`src/rtl/edge_event_arbiter_pkg.sv`:
```
// Shared types and the round-robin pick function for the edge event arbiter.
// rr_pick is written so that a testbench model can call it directly.
package edge_evt_pkg;

   typedef enum logic [0:0] {DET_RISE, DET_PULSE} detect_mode_t;

   localparam int MAX_N = 32;

   // Returns the first set index in pending, searching ptr, ptr+1, ... modulo n; 0 if none.
   // The descending loop lets the highest-priority hit overwrite the lower-priority ones.
   function automatic int rr_pick(input logic [MAX_N-1:0] pending, input int ptr, input int n);
      int idx;
      rr_pick = 0;
      for (int k = MAX_N - 1; k >= 0; k--) begin
         if (k < n) begin
            idx = ptr + k;
            if (idx >= n) idx = idx - n;
            if (pending[idx[4:0]]) rr_pick = idx;
         end
      end
   endfunction

endpackage

```
`src/rtl/edge_event_arbiter_if.sv`:
```
// Valid/ready event handshake carrying the channel index of the presented event.
interface edge_event_arbiter_if #(parameter int ID_W = 2);

   logic            out_valid;
   logic            out_ready;
   logic [ID_W-1:0] out_id;

   modport master (output out_valid, output out_id, input out_ready);
   modport slave  (input out_valid, input out_id, output out_ready);

endinterface

```
`src/rtl/edge_event_arbiter_channel.sv`:
```
// One input channel: two-deep history, edge/pulse detection, pending latch, sticky overflow.
module edge_event_channel
   import edge_evt_pkg::*;
#(
   parameter detect_mode_t MODE = DET_RISE
) (
   input  logic clk,
   input  logic rst,
   input  logic a,
   input  logic consume,
   output logic pending,
   output logic overflow,
   input  logic clr_overflow
);

   logic a_r;
   logic a_r2;
   logic det;

   always_comb begin
      if (MODE == DET_RISE) det = a & ~a_r;
      else                  det = ~a & a_r & ~a_r2;
   end

   // A detection coinciding with the consume of the previous event re-arms pending without overflow.
   always_ff @(posedge clk) begin
      if (rst) begin
         a_r      <= 1'b0;
         a_r2     <= 1'b0;
         pending  <= 1'b0;
         overflow <= 1'b0;
      end else begin
         a_r      <= a;
         a_r2     <= a_r;
         pending  <= det | (pending & ~consume);
         overflow <= (overflow & ~clr_overflow) | (det & pending & ~consume);
      end
   end

endmodule

```
`src/rtl/edge_event_arbiter.sv`:
```
// Multi-channel edge/pulse event front end serialised through a round-robin arbiter.
module edge_event_arbiter
   import edge_evt_pkg::*;
#(
   parameter int           N    = 4,
   parameter detect_mode_t MODE = DET_RISE,
   localparam int          ID_W = $clog2(N)
) (
   input  logic                 clk,
   input  logic                 rst,
   input  logic [N-1:0]         a,
   edge_event_arbiter_if.master evt,
   output logic [N-1:0]         overflow,
   input  logic                 clr_overflow
);

   logic [N-1:0]    pending;
   logic [N-1:0]    consume;
   logic [ID_W-1:0] rr_ptr;
   logic [ID_W-1:0] pick;
   logic            xfer;

   for (genvar i = 0; i < N; i++) begin : g_ch
      assign consume[i] = xfer & (pick == ID_W'(i));

      edge_event_channel #(.MODE(MODE)) u_ch (
         .clk          (clk),
         .rst          (rst),
         .a            (a[i]),
         .consume      (consume[i]),
         .pending      (pending[i]),
         .overflow     (overflow[i]),
         .clr_overflow (clr_overflow)
      );
   end

   always_comb begin
      pick = ID_W'(rr_pick(MAX_N'(pending), int'(rr_ptr), N));
   end

   assign evt.out_valid = |pending;
   assign evt.out_id    = pick;
   assign xfer          = evt.out_valid & evt.out_ready;

   // Pointer moves to the slot after the winner only on a completed transfer.
   always_ff @(posedge clk) begin
      if (rst) begin
         rr_ptr <= '0;
      end else if (xfer) begin
         rr_ptr <= (pick == ID_W'(N - 1)) ? '0 : pick + ID_W'(1);
      end
   end

endmodule

```
`src/flat_wrapper.sv`:
```
// flat-port wrapper written by rule: the top's interface ports become plain ports
module edge_event_arbiter_flat import edge_evt_pkg::*;
#(
   parameter int           N    = 4,
   parameter detect_mode_t MODE = DET_RISE,
   localparam int          ID_W = $clog2(N)
)
  (clk, rst, a, overflow, clr_overflow, evt_out_valid, evt_out_id, evt_out_ready);
  edge_event_arbiter_if #(.ID_W(2)) evt_i ();
  input  logic clk;
  input  logic rst;
  input  logic [N-1:0] a;
  output logic [N-1:0] overflow;
  input  logic clr_overflow;
  output wire logic [$bits(evt_i.out_valid)-1:0] evt_out_valid;
  output wire logic [$bits(evt_i.out_id)-1:0] evt_out_id;
  input wire logic [$bits(evt_i.out_ready)-1:0] evt_out_ready;
  assign evt_out_valid = evt_i.out_valid;
  assign evt_out_id = evt_i.out_id;
  assign evt_i.out_ready = evt_out_ready;
  edge_event_arbiter #(.N(N), .MODE(MODE)) u_core (.clk(clk), .rst(rst), .a(a), .evt(evt_i), .overflow(overflow), .clr_overflow(clr_overflow));
endmodule
```
`config.mk`:
```
export PLATFORM = sky130hd
export DESIGN_NAME = edge_event_arbiter_flat
export DESIGN_NICKNAME = d
export VERILOG_FILES = /design/src/rtl/edge_event_arbiter_pkg.sv /design/src/rtl/edge_event_arbiter_if.sv /design/src/rtl/edge_event_arbiter_channel.sv /design/src/rtl/edge_event_arbiter.sv /design/src/flat_wrapper.sv
export SDC_FILE = /design/constraint.sdc
export NUM_CORES = 1
export LEC_CHECK = 0
export ABC_AREA = 1
export BUFFER_PORTS_ARGS = -buffer_cell sky130_fd_sc_hd__clkbuf_2
export CAP_MARGIN = 20
export CORE_ASPECT_RATIO = 0.5
export CORE_MARGIN = 2
export CORE_UTILIZATION = 35
export DETAILED_ROUTE_END_ITERATION = 10
export PLACE_DENSITY_LB_ADDON = 0.1
export SYNTH_ARGS = -nofsm -noshare
export SYNTH_HDL_FRONTEND = slang
export SYNTH_SLANG_ARGS = --single-unit
```
`constraint.sdc`:
```
create_clock -name clk -period 5 [get_ports clk]
set_input_delay 0.25 -clock clk [delete_from_list [all_inputs] [get_ports clk]]
set_output_delay 0.25 -clock clk [all_outputs]
set_load 0.03 [all_outputs]
```
# ---- Yosys cells after proc, flatten, opt, wreduce, memory -nomap -nowiden
# Index checks and enable logic that the tools add are counted.
dict set report word_totals {
  reg_bits 14
  out_inout_bits 7
}
dict set report classes {
  add_sub_neg 8
  n_lt_le_gt_ge 8
  n_eq_ne 3
  muxes 17
  bitwise 42
  n_reduce_logical 2
}
# cell n
set op_table {}
lappend op_table {{greater-or-equal comparator 32 x 4 -> 1 bit (second input constant)} 3}
lappend op_table {{bitwise AND 1 bit} 25}
lappend op_table {{less-than comparator 5 x 6 -> 1 bit (second input constant)} 4}
lappend op_table {{binary-select mux 1 bit (select 5 bit)} 4}
lappend op_table {{two-way mux 5 bit} 4}
lappend op_table {{subtractor 3 x 3 -> 4 bit (second input constant)} 3}
lappend op_table {{two-way mux 2 bit} 5}
lappend op_table {{NOT 1 bit} 9}
lappend op_table {{bitwise OR 1 bit} 8}
lappend op_table {{adder 2 x 2 -> 3 bit (second input constant)} 2}
lappend op_table {{== test 2 bit (second input constant)} 2}
lappend op_table {{two-way mux 1 bit} 4}
lappend op_table {{OR reduction 4 bit} 1}
lappend op_table {{subtractor 2 x 3 -> 4 bit (second input constant)} 1}
lappend op_table {{adder 2 x 1 -> 3 bit (second input constant)} 1}
lappend op_table {{greater-or-equal comparator 2 x 3 -> 1 bit (second input constant)} 1}
lappend op_table {{adder 2 x 1 -> 2 bit (second input constant)} 1}
lappend op_table {{== test 2 x 1 -> 1 bit (second input constant)} 1}
lappend op_table {{logical NOT 2 bit} 1}

# ---- Logic depth before layout (Yosys ltp)
# Gate-level depths: netlist of run 1.
dict set report logic_depth {
  depth_word 14
  depth_mapped 16
}

# ---- By module
# A second synthesis of run 1 with hierarchy kept.
dict set report hier_totals {
  cells_unflattened 131
  hier_area_um2 900.9
}
# module instances cells_each area_per_inst_um2
set modules_own_cells {}
lappend modules_own_cells {edge_event_channel 4 13 113.9}
lappend modules_own_cells {edge_event_arbiter 1 79 445.4}

# ---- Worst setup path before layout of run 1
# OpenSTA, ideal clock, no wires.
dict set report synth_path {
  path_kind {register to register}
  start {register u_core.rr_ptr[0]}
  end {register u_core.rr_ptr[1]}
  setup_ns 0.121
  t_arrival_ns 2.012
  required_time_ns 4.879
  path_slack_ns 2.867
  stages_incl_launch_ff 15
  n_path_buf 1
  path_cell_list {dfxtp_1 > buf_6 > inv_6 > ha_1 > inv_1 > nand3_1 > nand2_1 > nor2_2 > nand3_1 > nand3_1 > nand2_1 > nand2_2 > ha_1 > o21ai_0 > a21oi_1}
}
dict set report synth_between {
  elab_chain_cells 11
  word_cells_on_any_way 30
  classes_between {add/sub (8); order compare (4); eq/ne (1); mux (17)}
}
# item line_no
set synth_rtl {}
lappend synth_rtl {{start, declared} edge_event_arbiter.sv:19} ;# logic [ID_W-1:0] rr_ptr;
lappend synth_rtl {{start signal, assigned} edge_event_arbiter.sv:50} ;# rr_ptr <= (pick == ID_W'(N - 1)) ? '0 : pick + ID_W'(1);
lappend synth_rtl {{adder 2 x 2 -> 3 bit} edge_event_arbiter_pkg.sv:16} ;# idx = ptr + k;
lappend synth_rtl {{greater-or-equal comparator 32 x 4 -> 1 bit or subtractor 3 x 3 -> 4 bit (tied branches)} edge_event_arbiter_pkg.sv:17} ;# if (idx >= n) idx = idx - n;
lappend synth_rtl {{two-way mux 5 bit} edge_event_arbiter_pkg.sv:17}
lappend synth_rtl {{binary-select mux 1 bit (select 5 bit)} edge_event_arbiter_pkg.sv:18} ;# if (pending[idx[4:0]]) rr_pick = idx;
lappend synth_rtl {{two-way mux 1 bit (implied by the code)} edge_event_arbiter_pkg.sv:18}
lappend synth_rtl {{two-way mux 2 bit (3 in a row)} edge_event_arbiter_pkg.sv:18}
lappend synth_rtl {{two-way mux 2 bit (*)} edge_event_arbiter_pkg.sv:18}
lappend synth_rtl {{net evt_out_id[1]} flat_wrapper.sv:16} ;# output wire logic [$bits(evt_i.out_id)-1:0] evt_out_id;
lappend synth_rtl {{adder 2 x 1 -> 2 bit or == test 2 bit (tied branches)} edge_event_arbiter.sv:50}
lappend synth_rtl {{two-way mux 2 bit (*)} edge_event_arbiter.sv:50}
# The timed path passes the listed nets; every way through them passes the cells marked *. The select of a mux whose other input is x is not followed.
# A chain may end at the register's enable or synchronous reset.

# ---- Final worst setup path of run 1
dict set report layout_path {
  start {register u_core.rr_ptr[0]}
  end {output evt_out_id[0]}
}
dict set report layout_between {
  elab_chain_cells 9
  word_cells_on_any_way 27
  classes_between {add/sub (7); order compare (4); mux (16)}
}
# item line_no
set layout_rtl {}
lappend layout_rtl {{adder 2 x 2 -> 3 bit} edge_event_arbiter_pkg.sv:16}
lappend layout_rtl {{greater-or-equal comparator 32 x 4 -> 1 bit or subtractor 3 x 3 -> 4 bit (tied branches)} edge_event_arbiter_pkg.sv:17}
lappend layout_rtl {{two-way mux 5 bit} edge_event_arbiter_pkg.sv:17}
lappend layout_rtl {{binary-select mux 1 bit (select 5 bit)} edge_event_arbiter_pkg.sv:18}
lappend layout_rtl {{two-way mux 1 bit (implied by the code)} edge_event_arbiter_pkg.sv:18}
lappend layout_rtl {{two-way mux 2 bit (3 in a row)} edge_event_arbiter_pkg.sv:18}
lappend layout_rtl {{two-way mux 2 bit (*)} edge_event_arbiter_pkg.sv:18}
lappend layout_rtl {{end, declared} flat_wrapper.sv:16}
# Every way passes the cells marked *; elsewhere a longest branch is shown, timed or not. The select of a mux whose other input is x is not followed.

==> summary.txt, run 1 <==
Critical path
  • WP data arrival: 2.19 ns
  • Critical path capture point type: output port
  • RR Endpoint: u_core.g_ch[0].u_ch.pending
  • Worst reg2reg startpoint: u_core.rr_ptr[0]
  • Startpoint types: register
  • R2R depth: 14
  • Setup slack, reg-to-reg: ~2.7 ns
  • CP Max Fanout: 11
  • Critical path type: register to output port
  • Worst Path Required: roughly 4.8 ns

Global routing
  • Initial antenna violation count: 0
  • Vias in the first global route: about 630
  • First-pass GRT wire length: between 2000 and 3000 um
  • Overflow after GRT: 0
  • Largest net degree at the start of global routing: 14
  • GRT Overall Usage: 0.129

Floorplan
  • IO Pins: 15
  • Row cnt: 13
  • Die Area: 0.00306 sq mm
  • Die width: 76.2 um
  • Core area: between 0.002 and 0.003 sq mm
  • Die H: 40.1 um
  • Starting density of the core: 0.360

Clock network
  • CTS sink count: 14
  • Post-CTS sizing: 0
  • CTS clk-pin slew, worst paths: 0.06 ns
  • H-tree Lvls: 1
  • Worst-Skew Late Latency: 0.25 ns
  • TritonCTS clock tree: done
  • Hold buffers post-CTS: 0
  • Clock Path Buffers: 2
  • CTS Root Cell: clkbuf_8
  • Postcts setup bufs: 0
  • Total CTS buffers: 3

Power and ir drop
  • Worst vdd ir: approximately 0.21 mV
  • Pwr dens: 477 mW/mm^2
  • Pleak: 0.533 nW
  • Sw frac: 0.446
  • Sequential share of power: 0.278
  • Clk network pwr share: 0.226
  • Psw: 0.000221 W
  • Power Internal: 0.000275 W
  • Comb pwr share: 0.496

Timing
  • Min Clock Period, post-route: 2.44 ns
  • Count of pins over their slew limit: 0
  • RSZ-0062 raised after global routing: no
  • FMAX: 411 MHz
  • Total negative slack: 0 ns
  • Hold Fails Final Rpt: 0
  • Finish-stage setup viols: 0
  • Period utilisation layout: 0.487
  • Skew final: 0.00322 ns
  • Worst slew pin tran: 0.455 ns
  • Worst relative slew slack: 0.696

Synth
  • Main synth FF type: dfxtp_1
  • Count of state elements after synthesis: 14
  • Leading area contributor after synthesis: dfxtp_1
  • Seq/Total Area, Yosys: 0.307
  • Post-synth EDFFs: 0
  • Syn Nets: approximately 140
  • Mapped Area: 913 sq um
  • Syn avg cell area: 7.31 sq um
  • Most frequent cell after synthesis: nand2_1
  • Yosys cell types: 23
  • Top cells by count, synth: nand2_1 (25), inv_1 (15), dfxtp_1 (14), nor2_1 (14), ha_1 (9)
  • Share of the synthesized area in the top cell type: 0.307
  • Synth Warn #: 0
  • Largest cells by area after synthesis: dfxtp_1 (31%), ha_1 (12%), nand2_1 (10%), inv_1 (6.2%), nor2_1 (5.8%)
  • Cell count after synthesis: ~130
  • Asr flop ratio synth: 0

Hold path
  • Hold path endpoint: u_core.g_ch[3].u_ch.a_r
  • Worst Hold Path Cells: 3
  • Hold path start: a[3]
  • Worst min path class: input pin to register

Placement
  • Post-DP HPWL: 1400 um
  • I/O Buffers: 14
  • Placed cell count: 170
  • Routability cong.: 0.780

Detailed routing
  • Post-Route WL: 1740 um
  • DR vias/cell: 4.37
  • DRT iter0 DRCs: 28
  • Final ANT Viol Nets: 0
  • DR pass1 iterations: 4
  • Vias: 760
  • Detailed-route DRC error count: 0
  • Wirelength per Cell: 9.99 um

Cells and area
  • Diodes inserted: 0
  • Fin nets: 155
  • Non-Filler Instances: 174
  • P&R area growth vs syn: 13.8%
  • Layout cells sized above 1: 0.299

Flow run
  • Max-cap viol count: 0

Status
  • Run status: finished, final reports clean
registers in the layout (all words and copies together), names as in the netlist:
register,count
u_core.g_ch.u_ch.overflow,4
u_core.g_ch.u_ch.a_r,4
u_core.g_ch.u_ch.pending,4
u_core.rr_ptr,2
area by class of cell:
type / instances / area, sq um
repair buffers: 14 / 70.1
multi-input cells: 85 / 508
clock buffers: 4 / 55.1
well taps: 37 / 46.3
fillers: 279 / 1500
inverters: 20 / 80.1
flip-flops and latches: 14 / 280
critical path: stages (launching register included):
cell and delay [ns]:
dfxtp_1 0.60, inv_6 0.09, ha_1 0.35, inv_1 0.15, nand3_2 0.11, nand3_4 0.10
nand2_1 0.06, nand2_1 0.05, nand2_1 0.05, nand2_2 0.14, clkbuf_2 0.22
metrics by stage:
stage | power [W] | instance area (sq um) | utilization | hold slack [ns] | setup slack (ns)
detailed placement | 0.000387 | 985 | 0.388 | 0.467 | 2.68
floorplan | 0.000340 | 913 | - | 0.319 | 2.87
global route | 0.000545 | 1040 | 0.410 | 0.219 | 2.35
finish | 0.000496 | 1040 | 0.410 | 0.206 | 2.56
CTS | 0.000502 | 1040 | 0.410 | 0.202 | 2.54
global placement | 0.000391 | 985 | 0.388 | 0.459 | 2.68
power groups by stage:
stage | registers, W | clock network [W] | logic (W)
2_1_floorplan | 0.000134 | 0 | 0.000206
3_3_place_gp | 0.000141 | 0 | 0.000250
3_5_place_dp | 0.000141 | 0 | 0.000246
4_1_cts | 0.000138 | 0.000115 | 0.000249
5_1_grt | 0.000141 | 0.000122 | 0.000282
6_report | 0.000138 | 0.000112 | 0.000246
cells in the final DEF (no fill, tap or decap), drive strengths merged:
cell type  netlist  layout
nand4            1       1
o21ai            3       3
a22oi            4       4
a21oi            6       6
or2              4       4
ha               9       9
nand3           10      10
nand2           32      32
clkbuf           1      18
nor2            16      16
dfxtp           14      14
inv             20      20
cell families (layout without fill, tap and decap cells):
logic type                 after synthesis  in the layout  share of synthesized area
AOI/OAI and AO/OA                       13             13                     0.0863
adders and majority gates                9              9                      0.123
DFF                                     14             14                      0.307
buffers and inverters                   26             38                      0.137
and+or+nand+nor                         63             63                      0.347
worst max path at each step:
stage / startpoint / endpoint / slack [ns]
floorplan: u_core.rr_ptr[0] / u_core.rr_ptr[1] / 2.87
global placement: u_core.rr_ptr[0] / u_core.rr_ptr[1] / 2.68
detailed placement: u_core.rr_ptr[0] / u_core.g_ch[0].u_ch.pending / 2.68
CTS: u_core.rr_ptr[0] / evt_out_id[0] / 2.54
global route: u_core.rr_ptr[0] / evt_out_id[0] / 2.35
finish: u_core.rr_ptr[0] / evt_out_id[0] / 2.56
layer usage:
layer,track usage,vias to the layer above,share of wire
met5,0,-,0
met4,0.0409,0,0
met3,0.0405,0,0.041
met2,0.201,20,0.43
met1,0.174,334,0.53
li1,-,406,-
No activity file was read; power rests on OpenSTA's default activity.
==> run 2: changes to the inputs <==
==> constraint.sdc (replaced) <==
create_clock -name clk -period 2.5 [get_ports clk]
set_input_delay 0.125 -clock clk [delete_from_list [all_inputs] [get_ports clk]]
set_output_delay 0.125 -clock clk [all_outputs]
set_load 0.03 [all_outputs]
==> run 2 against run 1 <==
  * Sequential share of layout area down 0.19 points
  * Register-to-register slack worse by 2.3 ns
  * Flip-flop and latch count unchanged
  * Critical path depth up 1
  * Routed wire length down 2.9%
  * Utilization up 0.30 points
  * Clock skew about the same
  * Critical path type unchanged
  * Critical endpoint is now evt_out_id[1]
==> summary.txt, run 2 (synthesis results as in run 1) <==
Power and ir drop
  • Worst vdd ir: 0.554 mV (+160%)
  • Pwr dens: 946 mW/mm^2 (+98%)
  • Tot Pwr: 0.000991 W (+100%)
  • Pleak: 0.538 nW (+0.97%)

Cells and area
  • Diodes inserted: 0 (unchanged)
  • Largest regs: u_core.g_ch.u_ch.a_r x4, u_core.g_ch.u_ch.overflow x4, u_core.g_ch.u_ch.pending x4
  • Commonest non-fill, non-tap cells in the layout: nand2_1 (25), inv_1 (15), nor2_1 (14), clkbuf_2 (14), dfxtp_1 (14)
  • Commonest non-fill, non-tap cell in the layout: nand2_1
  • Fin nets: 156 (+0.65%)
  • P&R area growth vs syn: 14.7%
  • Layout cells sized above 1: 0.304 (+0.00508)

Global routing
  • First-pass GRT wire length: 2820 um (-2.9%)
  • Vias in the first global route: 626 (-0.16%)
  • Overflow after GRT: 0 (unchanged)
  • Largest net degree at the start of global routing: 14 (unchanged)
  • GRT Overall Usage: 0.121 (-0.00824)
  • Initial antenna violation count: 0 (unchanged)

Timing
  • Total negative slack: 0 ns (unchanged)
  • Min Clock Period, post-route: 2.17 ns
  • RSZ-0062 raised after global routing: no
  • Finish-stage setup viols: 0 (unchanged)
  • Period utilisation layout: 0.868
  • Hold Fails Final Rpt: 0 (unchanged)
  • Worst relative slew slack: 0.822 (+0.126)
  • FMAX: 461 MHz
  • Count of pins over their slew limit: 0 (unchanged)
  • Skew final: 0.00329 ns (+0.0000647 ns)
  • Worst slew pin tran: 0.267 ns (-0.188 ns)

Clock network
  • Clock Path Buffers: 2 (unchanged)
  • CTS clk-pin slew, worst paths: 0.06 ns (about the same)
  • CTS Root Cell: clkbuf_8
  • Total CTS buffers: 3 (unchanged)
  • CTS sink count: 14 (unchanged)
  • H-tree Lvls: 1 (unchanged)
  • Hold buffers post-CTS: 0 (unchanged)
  • Postcts setup bufs: 0 (unchanged)
  • Worst-Skew Late Latency: 0.24 ns (about the same)
  • TritonCTS clock tree: done
  • Post-CTS sizing: 0 (unchanged)

Detailed routing
  • Vias: 732 (-3.7%)
  • DRT iter0 DRCs: 27 (-3.6%)
  • DR vias/cell: 4.18 (-4.2%)
  • Post-Route WL: 1690 um (-2.9%)
  • Wirelength per Cell: 9.65 um (-3.4%)
  • DR pass1 iterations: 4 (unchanged)
  • Detailed-route DRC error count: 0 (unchanged)
  • Final ANT Viol Nets: 0 (unchanged)

Flow run
  • Max-cap viol count: 0 (unchanged)

Floorplan
  • Die width: 76.2 um (unchanged)
  • Starting density of the core: 0.360 (unchanged)
  • Row cnt: 13 (unchanged)
  • Die Area: 0.00306 sq mm (unchanged)
  • IO Pins: 15 (unchanged)
  • Die H: 40.1 um (unchanged)
  • Core area: 0.00254 sq mm (unchanged)

Hold path
  • Hold path start: a[0]
  • Worst min path class: input pin to register

Placement
  • Routability cong.: 0.747 (-4.2%)
  • I/O Buffers: 14 (unchanged)
  • Post-DP HPWL: 1370 um (-2.2%)

Critical path
  • Critical path buffers and inverters: 3 (unchanged)
  • CP Max Fanout: 7 (-4)
  • Worst Path Required: 2.38 ns (-2.37 ns)
  • WP data arrival: 2.04 ns (-0.15 ns)
  • CP top delay family: simple AND/OR/NAND/NOR gates
  • Critical path type: register to output port
  • Critical path capture point type: output port
  • Startpoint types: register
  • Worst reg2reg startpoint: u_core.rr_ptr[1]
  • Worst-path cell chain: inv_1 > ha_1 > inv_1 > nand3_1 > nand2_1 > nor2_2 > nand3_1 > nand3_1 > nand2_1 > nand2_2 > clkbuf_2
  • Worst setup path start: u_core.rr_ptr[1]
  • Slowest Stage Delay on Critical Path: 0.43 ns (-0.17 ns)
  • Slowest cell on the critical path: dfxtp_1
  • CP most frequent cell: nand3_1

Status
  • Run status: finished, final reports clean
## run 2: changes by cell type in the layout (fill, tap and decap cells not counted), sizes merged
cell	delta
buf	+1
## run 2: metrics by stage
stage	instances	instance area, sq um	hold slack (ns)	utilization	worst slack, ns
finish	175	1050	0.0860	0.413	0.331
CTS	175	1050	0.0826	0.413	0.319
global route	175	1050	0.0932	0.413	0.171
detailed placement	171	992	0.342	0.391	0.369
global placement	171	992	0.337	0.391	0.309
floorplan	125	913	0.194	-	0.367
## run 2: cell type report
type | count | area [sq um]
Clock buffer | 4 | 55.1
Fill cell | 285 | 1490
Inverter | 20 | 80.1
Multi-Input combinational cell | 85 | 508
Sequential cell | 14 | 280
Tap cell | 37 | 46.3
Timing Repair Buffer | 15 | 77.6
## run 2: worst paths after layout
kind                                  to  slack [ns]  cells past startpoint
max                        evt_out_id[1]        0.33                     11
min              u_core.g_ch[0].u_ch.a_r        0.09                      3
max reg2reg             u_core.rr_ptr[1]        0.36                     13
min reg2reg  u_core.g_ch[2].u_ch.pending        0.48                      2
## run 2: per-layer routing
layer	up-vias	wire, um	GRT usage
met5	-	0	0
met4	0	0	0.0273
met3	0	36	0.0405
met2	9	712	0.204
met1	313	940	0.155
li1	410	-	-
## run 2: worst register-to-register path: stages (launching register included)
cell and delay [ns]:
dfxtp_1 0.43, inv_1 0.13, ha_1 0.35, inv_1 0.10, nand3_1 0.09, nand2_1 0.06, nor2_2 0.10, nand3_1 0.08
nand3_1 0.07, nand2_1 0.06, nand2_2 0.11, ha_1 0.24, o21ai_0 0.16, a21oi_1 0.05
## run 2: power by group
group	total (W)	internal (W)	switching (W)
clock	0.000218	0.000139	0.0000783
combinational	0.000506	0.000168	0.000338
sequential	0.000267	0.000246	0.0000218
